==> src/rtl/fb_pixel_writer_pkg.sv <==
// rtl/fb_pixel_writer_pkg.sv - shared defaults, FSM state type and address-width helper
package fb_pixel_writer_pkg;

  localparam int FB_WIDTH_DEF  = 320;
  localparam int FB_HEIGHT_DEF = 180;

  typedef enum logic [1:0] {
    IDLE,
    CLEAR,
    CLEAR_DONE
  } fb_state_e;

  function automatic int fb_addr_w(input int w, input int h);
    return $clog2(w * h);
  endfunction

  localparam int FB_ADDR_W_DEF = fb_addr_w(FB_WIDTH_DEF, FB_HEIGHT_DEF);

endpackage

==> src/rtl/fb_addr_pipe.sv <==
// rtl/fb_addr_pipe.sv - two-stage clip and linear-address pipeline for rasterizer pixels
module fb_addr_pipe
  import fb_pixel_writer_pkg::*;
#(
  parameter int COORD_WIDTH = 32,
  parameter int FB_WIDTH    = FB_WIDTH_DEF,
  parameter int FB_HEIGHT   = FB_HEIGHT_DEF,
  parameter int COLOR_WIDTH = 8,
  parameter int ADDR_W      = FB_ADDR_W_DEF
) (
  input  logic                   clk_in,
  input  logic                   rst_in,
  input  logic                   flush,
  input  logic [COORD_WIDTH-1:0] pixel_x,
  input  logic [COORD_WIDTH-1:0] pixel_y,
  input  logic                   pixel_valid,
  input  logic [COLOR_WIDTH-1:0] pixel_color,
  output logic                   clip,
  output logic [ADDR_W-1:0]      addr,
  output logic [COLOR_WIDTH-1:0] data,
  output logic                   en
);

  localparam int XW = (FB_WIDTH > 1) ? $clog2(FB_WIDTH) : 1;
  localparam int YW = (FB_HEIGHT > 1) ? $clog2(FB_HEIGHT) : 1;

  logic                   x_ok, y_ok, in_bounds;
  logic                   s1_valid, s1_inb;
  logic [XW-1:0]          s1_x;
  logic [YW-1:0]          s1_y;
  logic [COLOR_WIDTH-1:0] s1_color;

  // A clear sign bit lets the upper bound be an unsigned compare.
  assign x_ok      = !pixel_x[COORD_WIDTH-1] && (pixel_x < COORD_WIDTH'(FB_WIDTH));
  assign y_ok      = !pixel_y[COORD_WIDTH-1] && (pixel_y < COORD_WIDTH'(FB_HEIGHT));
  assign in_bounds = x_ok && y_ok;
  assign clip      = pixel_valid && !in_bounds;

  always_ff @(posedge clk_in) begin
    if (rst_in || flush) begin
      s1_valid <= 1'b0;
      s1_inb   <= 1'b0;
      s1_x     <= '0;
      s1_y     <= '0;
      s1_color <= '0;
    end else begin
      s1_valid <= pixel_valid;
      s1_inb   <= in_bounds;
      s1_x     <= pixel_x[XW-1:0];
      s1_y     <= pixel_y[YW-1:0];
      s1_color <= pixel_color;
    end
  end

  always_ff @(posedge clk_in) begin
    if (rst_in) begin
      en   <= 1'b0;
      addr <= '0;
      data <= '0;
    end else begin
      en <= s1_valid && s1_inb && !flush;
      if (s1_valid && s1_inb) begin
        addr <= ADDR_W'(s1_y) * ADDR_W'(FB_WIDTH) + ADDR_W'(s1_x);
        data <= s1_color;
      end
    end
  end

endmodule

==> src/rtl/fb_pixel_writer.sv <==
// rtl/fb_pixel_writer.sv - framebuffer write port: pixel pipeline, clear sweep, stats (FB_PIXEL_STATS_EN)
module fb_pixel_writer
  import fb_pixel_writer_pkg::*;
#(
  parameter int                     COORD_WIDTH = 32,
  parameter int                     FB_WIDTH    = FB_WIDTH_DEF,
  parameter int                     FB_HEIGHT   = FB_HEIGHT_DEF,
  parameter int                     COLOR_WIDTH = 8,
  parameter logic [COLOR_WIDTH-1:0] CLEAR_COLOR = '0,
  localparam int                    ADDR_W      = fb_addr_w(FB_WIDTH, FB_HEIGHT)
) (
  input  logic                   clk_in,
  input  logic                   rst_in,
  input  logic [COORD_WIDTH-1:0] pixel_x,
  input  logic [COORD_WIDTH-1:0] pixel_y,
  input  logic                   pixel_valid,
  input  logic [COLOR_WIDTH-1:0] pixel_color,
  input  logic                   clear_start,
  output logic [ADDR_W-1:0]      wr_addr,
  output logic [COLOR_WIDTH-1:0] wr_data,
  output logic                   wr_en,
  output logic                   clearing,
  output logic                   clear_done,
  output logic [31:0]            pixels_written,
  output logic [31:0]            pixels_clipped
);

  localparam logic [ADDR_W-1:0] LAST_ADDR = ADDR_W'(FB_WIDTH * FB_HEIGHT - 1);

  fb_state_e              state, state_next;
  logic [ADDR_W-1:0]      clr_cnt;
  logic                   accept_clear, pipe_valid;
  logic                   pipe_clip, pipe_en;
  logic [ADDR_W-1:0]      pipe_addr;
  logic [COLOR_WIDTH-1:0] pipe_data;

  assign accept_clear = (state == IDLE) && clear_start;
  // Pixels are only accepted in IDLE, and a simultaneous clear request wins.
  assign pipe_valid   = (state == IDLE) && pixel_valid && !clear_start;

  fb_addr_pipe #(
    .COORD_WIDTH (COORD_WIDTH),
    .FB_WIDTH    (FB_WIDTH),
    .FB_HEIGHT   (FB_HEIGHT),
    .COLOR_WIDTH (COLOR_WIDTH),
    .ADDR_W      (ADDR_W)
  ) u_addr_pipe (
    .clk_in      (clk_in),
    .rst_in      (rst_in),
    .flush       (accept_clear),
    .pixel_x     (pixel_x),
    .pixel_y     (pixel_y),
    .pixel_valid (pipe_valid),
    .pixel_color (pixel_color),
    .clip        (pipe_clip),
    .addr        (pipe_addr),
    .data        (pipe_data),
    .en          (pipe_en)
  );

  always_ff @(posedge clk_in) begin
    if (rst_in) begin
      state   <= IDLE;
      clr_cnt <= '0;
    end else begin
      state <= state_next;
      if (accept_clear) begin
        clr_cnt <= '0;
      end else if (state == CLEAR) begin
        clr_cnt <= clr_cnt + 1'b1;
      end
    end
  end

  always_comb begin
    state_next = state;
    clearing   = 1'b0;
    clear_done = 1'b0;
    wr_en      = pipe_en;
    wr_addr    = pipe_addr;
    wr_data    = pipe_data;
    case (state)
      IDLE: begin
        if (clear_start) state_next = CLEAR;
      end
      CLEAR: begin
        clearing = 1'b1;
        wr_en    = 1'b1;
        wr_addr  = clr_cnt;
        wr_data  = CLEAR_COLOR;
        if (clr_cnt == LAST_ADDR) state_next = CLEAR_DONE;
      end
      CLEAR_DONE: begin
        clear_done = 1'b1;
        state_next = IDLE;
      end
      default: state_next = IDLE;
    endcase
  end

`ifdef FB_PIXEL_STATS_EN
  logic [31:0] written_q, clipped_q;

  always_ff @(posedge clk_in) begin
    if (rst_in || accept_clear) begin
      written_q <= '0;
      clipped_q <= '0;
    end else begin
      if (pipe_en && (written_q != '1)) written_q <= written_q + 1'b1;
      if (pipe_clip && (clipped_q != '1)) clipped_q <= clipped_q + 1'b1;
    end
  end

  assign pixels_written = written_q;
  assign pixels_clipped = clipped_q;
`else
  logic stats_unused;
  assign stats_unused   = pipe_clip;
  assign pixels_written = '0;
  assign pixels_clipped = '0;
`endif

endmodule
==> config.mk <==
export PLATFORM = sky130hd
export DESIGN_NAME = fb_pixel_writer
export DESIGN_NICKNAME = d
export VERILOG_FILES = /design/src/rtl/fb_pixel_writer_pkg.sv /design/src/rtl/fb_addr_pipe.sv /design/src/rtl/fb_pixel_writer.sv
export SDC_FILE = /design/constraint.sdc
export NUM_CORES = 1
export LEC_CHECK = 0
export BUFFER_PORTS_ARGS = -buffer_cell sky130_fd_sc_hd__buf_2
export CAP_MARGIN = 0
export CORE_ASPECT_RATIO = 2
export CORE_MARGIN = 5
export CORE_UTILIZATION = 30
export DETAILED_ROUTE_END_ITERATION = 7
export HOLD_SLACK_MARGIN = 0.08
export PLACE_DENSITY_LB_ADDON = 0.3
export SYNTH_ARGS = -nofsm -noshare
export SYNTH_HDL_FRONTEND = slang
export SYNTH_SLANG_ARGS = --single-unit
==> constraint.sdc <==
create_clock -name clk_in -period 3.05 [get_ports clk_in]
set_clock_uncertainty 0.1 [all_clocks]
set_input_delay 0.61 -clock clk_in [delete_from_list [all_inputs] [get_ports clk_in]]
set_output_delay 0.61 -clock clk_in [all_outputs]
set_load 0.005 [all_outputs]
==> out/qor.csv <==
stage,metric,value,unit
clock_network,"CTS clk-pin slew, worst paths",0.05,ns
synthesis,biggest area contributors in the synthesized netlist,"dfxtp_1, buf_4, nand2_1",
pwr,Leak,2.108,nW
die,initial standard-cell utilization of the core,0.3049,
cells_and_area,antenna diode instance count,0,
synthesis,most instantiated cells after synthesis,"nand2_1, dfxtp_1, buf_4, and2_1, nor2_1",
cells_and_area,cell area after layout,4576,µm²
cells_and_area,core utilization of the finished layout,0.3624,
clock_network,insertion delay to the later sink of the worst-skew pair,0.33,ns
timing,Max Transition Viols Final,0,
critical_path,WS Path Type,register to register,
cells_and_area,Area growth syn-to-layout,18.85,%
synthesis,"share of synthesized cell area in and, or, nand and nor gates",0.2818,
place,half-perimeter wire length after placement,7314,µm
timing,transition time of the tightest slew-check pin,0.7337,ns
global_routing,pin count of the biggest net entering global routing,30,
global_routing,global route overflow,0,
die,I/O pin count,167,
critical_path,Critical Path Sink Type,register,
routing,detailed-routing iteration count for the pre-antenna-repair pass,4,
synthesis,asr flop ratio synth,0,
critical_path,end point of the critical path,u_addr_pipe.addr[13]$_SDFFE_PP0P_,
routing,post-detailed-route DRC marker count,0,
critical_path,Max Fanout on Critical Path,3,
synthesis,share of Yosys cell area claimed by the top area cell type,0.3640,
run_status,status,"finished, final reports clean",
critical_path,setup slack on the worst flop-to-flop path,0.39,ns
timing,total setup violations reported at the end of the flow,0,
global_routing,GRT Resource Usage Total,0.1170,
synthesis,library cells used by synthesis,54,
clock_network,PostCTS Resize Cnt,0,
synthesis,sequential fraction of the synthesis area,0.3640,
die,placeable core region,12630,µm²
synthesis,most used flip-flop cell after synthesis,dfxtp_1,
global_routing,global-route wire length before repair,14900,µm
run,Max Cap Viol,0,
clock_network,number of CTS-inserted buffers,9,
synthesis,post-synthesis instance total,464,
clock_network,clock tree from TritonCTS,built,
global_routing,number of antenna violations at the first check in global routing,0,
pwr,P per Cell Area,475.3,nW/µm²
routing,DR vias,3167,
synthesis,portion of netlist area occupied by mux cells,0.002600,
critical_path,Critical Path Start Type,register,
worst_hold_path,Hold/Removal Path Class,register to register,
synthesis,share of the synthesized netlist area taken by xor and xnor gates,0.04972,
routing,post-detailed-route count of antenna-violating nets,0,
critical_path,Worst EP arrival,2.79,ns
synthesis,Mapped Area,3850,µm²
pwr,total power draw,2.175,mW
timing,setup TNS after final layout,0,ns
cells_and_area,fraction of final layout cells with drive strength greater than 1,0.2408,
synthesis,share of the synthesized area in compound gates (AO/OA/AOI/OAI),0.09262,
cells_and_area,# nets final,658,
synthesis,most frequent cell after synthesis,nand2_1,
place,routability cong.,0.7707,
critical_path,worst reg-to-reg path cell count,8,
die,y dimension of the die,170.2,µm
timing,Max-slew headroom,0.5097,
synthesis,largest family of logic cells by synthesized area,simple AND/OR/NAND/NOR gates,
timing,Tmin final,2.658,ns
routing,Detailed Route WL,8752,µm
place,placed standard-cell area,4275,µm²
critical_path,RR Endpoint,u_addr_pipe.addr[13]$_SDFFE_PP0P_,
clock_network,number of buffers added for setup after CTS,0,
routing,average wire length per cell after detail routing,12.17,µm
timing,fmax,0.3762,GHz
synthesis,cell type with the highest aggregate area in the netlist,dfxtp_1,
clock_network,largest buffer count on any clock path,2,
critical_path,Critical Path Source,u_addr_pipe.s1_y[1]$_SDFF_PP0_,
clock_network,count of hold buffers inserted by post-cts repair,0,
synthesis,synthesized area per cell,8.297,µm²
synthesis,count of flip-flops with a built-in enable after synthesis,0,
clock_network,number of H-tree levels,3,
clock_network,cell chosen for the clock root,clkbuf_16,
timing,Final WS setup,0.3918,ns
routing,number of vias per cell after detailed routing,4.405,
timing,final-report hold violation count,0,
synthesis,adder and majority cell fraction of the synthesized area,0.06240,
synthesis,Synth warnings,0,
die,area of the die,15340,µm²
pwr,Peak VDD IR,0.0002814,V
place,number of I/O port buffers,102,
clock_network,Clock Sinks,70,
critical_path,worst reg2reg startpoint,u_addr_pipe.s1_y[1]$_SDFF_PP0_,
timing,RSZ-0062 raised after global routing,false,
global_routing,vias in the first global route,3360,
die,Placement Rows,58,
routing,drt initial violations,61,
die,die outline width,90.11,µm
place,Setup Slack @ Placement,0.3667,ns
critical_path,required time of the critical path,3.18,ns
synthesis,total of flip-flops plus latches after synthesis,70,
timing,final worst-path cycle share,0.8715,
## layer usage
layer  track usage  routed length [µm]
met1        0.1167                3128
met2        0.2293                4820
met4       0.05444                 242
met5             0                   0
met3       0.02034                 561
## how the worst min path moves through the flow
stage,startpoint,to,cells after the start
2_1_floorplan,u_addr_pipe.s1_color[0]$_SDFF_PP0_,u_addr_pipe.data[0]$_SDFFE_PP0P_,2
3_3_place_gp,u_addr_pipe.s1_x[0]$_SDFF_PP0_,u_addr_pipe.addr[0]$_SDFFE_PP0P_,2
3_5_place_dp,u_addr_pipe.s1_color[5]$_SDFF_PP0_,u_addr_pipe.data[5]$_SDFFE_PP0P_,2
4_1_cts,u_addr_pipe.s1_color[5]$_SDFF_PP0_,u_addr_pipe.data[5]$_SDFFE_PP0P_,2
5_1_grt,u_addr_pipe.s1_x[0]$_SDFF_PP0_,u_addr_pipe.addr[0]$_SDFFE_PP0P_,2
6_report,u_addr_pipe.s1_color[5]$_SDFF_PP0_,u_addr_pipe.data[5]$_SDFFE_PP0P_,2
## stage by stage
stage               hold WS, ns  instances
detailed placement       0.3240        703
finish                   0.3335        719
global placement         0.3207        703
floorplan                0.3174        527
global route             0.3478        719
CTS                      0.3329        719
## kinds of logic after synthesis
kind of cell	Yosys count
AO/OA/AOI/OAI	52
XOR/XNOR	21
adder cells (fa/ha/maj)	18
buffers and inverters	85
flip-flops	70
multiplexers	1
other	1
AND/OR/NAND/NOR	216
## layout make-up
class                      count  area [µm²]
fill                        1361        8051
multi-input combinational    372        2127
sequential                    70        1401
timing repair buffer         106       540.5
clock buffer                   9       225.2
tap                          150       187.7
clock inverter                 7       75.07
inverter                       5       18.77
## critical path: stages (launching register included)
cell      delay, ns
dfxtp_1        0.33
ha_1           0.30
ha_1           0.25
fa_1           0.54
o211a_1        0.15
o21ai_0        0.17
nor4b_4        0.37
xnor2_1        0.10
a211oi_1       0.26
## placed cells by master (no fill, tap or decap), types with 2 or more instances in the layout
cell type   instances
a211oi_1            4
a211oi_2            4
a21o_1              2
a21oi_1            21
a21oi_2             2
a31oi_1             2
and2_1             37
and3_1              2
and4_1              2
buf_2             102
buf_4               4
clkbuf_16           9
clkinv_4            2
clkinvlp_4          3
conb_1             64
dfxtp_1            70
fa_1                2
ha_1               16
inv_1               4
nand2_1            94
nand2b_1            4
nand3_1             5
nand4_1             7
nor2_1             28
nor2b_1             6
nor3_1              7
nor3b_1             2
nor4_1             12
o211ai_1            2
o21ai_0             5
xnor2_1             8
xor2_1             12
## flip-flops by register name (all words and copies together), names as in the netlist
name and flops:
u_addr_pipe.s1_color 8, u_addr_pipe.s1_inb 1, u_addr_pipe.data 8, state 2, u_addr_pipe.addr 16, u_addr_pipe.s1_x 9, u_addr_pipe.s1_y 8, clr_cnt 16
u_addr_pipe.s1_valid 1, u_addr_pipe.en 1
## where the power goes
| part | switching, mW | internal (mW) |
|---|---|---|
| registers | 0.0109 | 0.935 |
| logic | 0.118 | 0.0892 |
| clock network | 0.389 | 0.633 |
| total | 0.517 | 1.66 |
No activity file was read; power rests on OpenSTA's default activity.
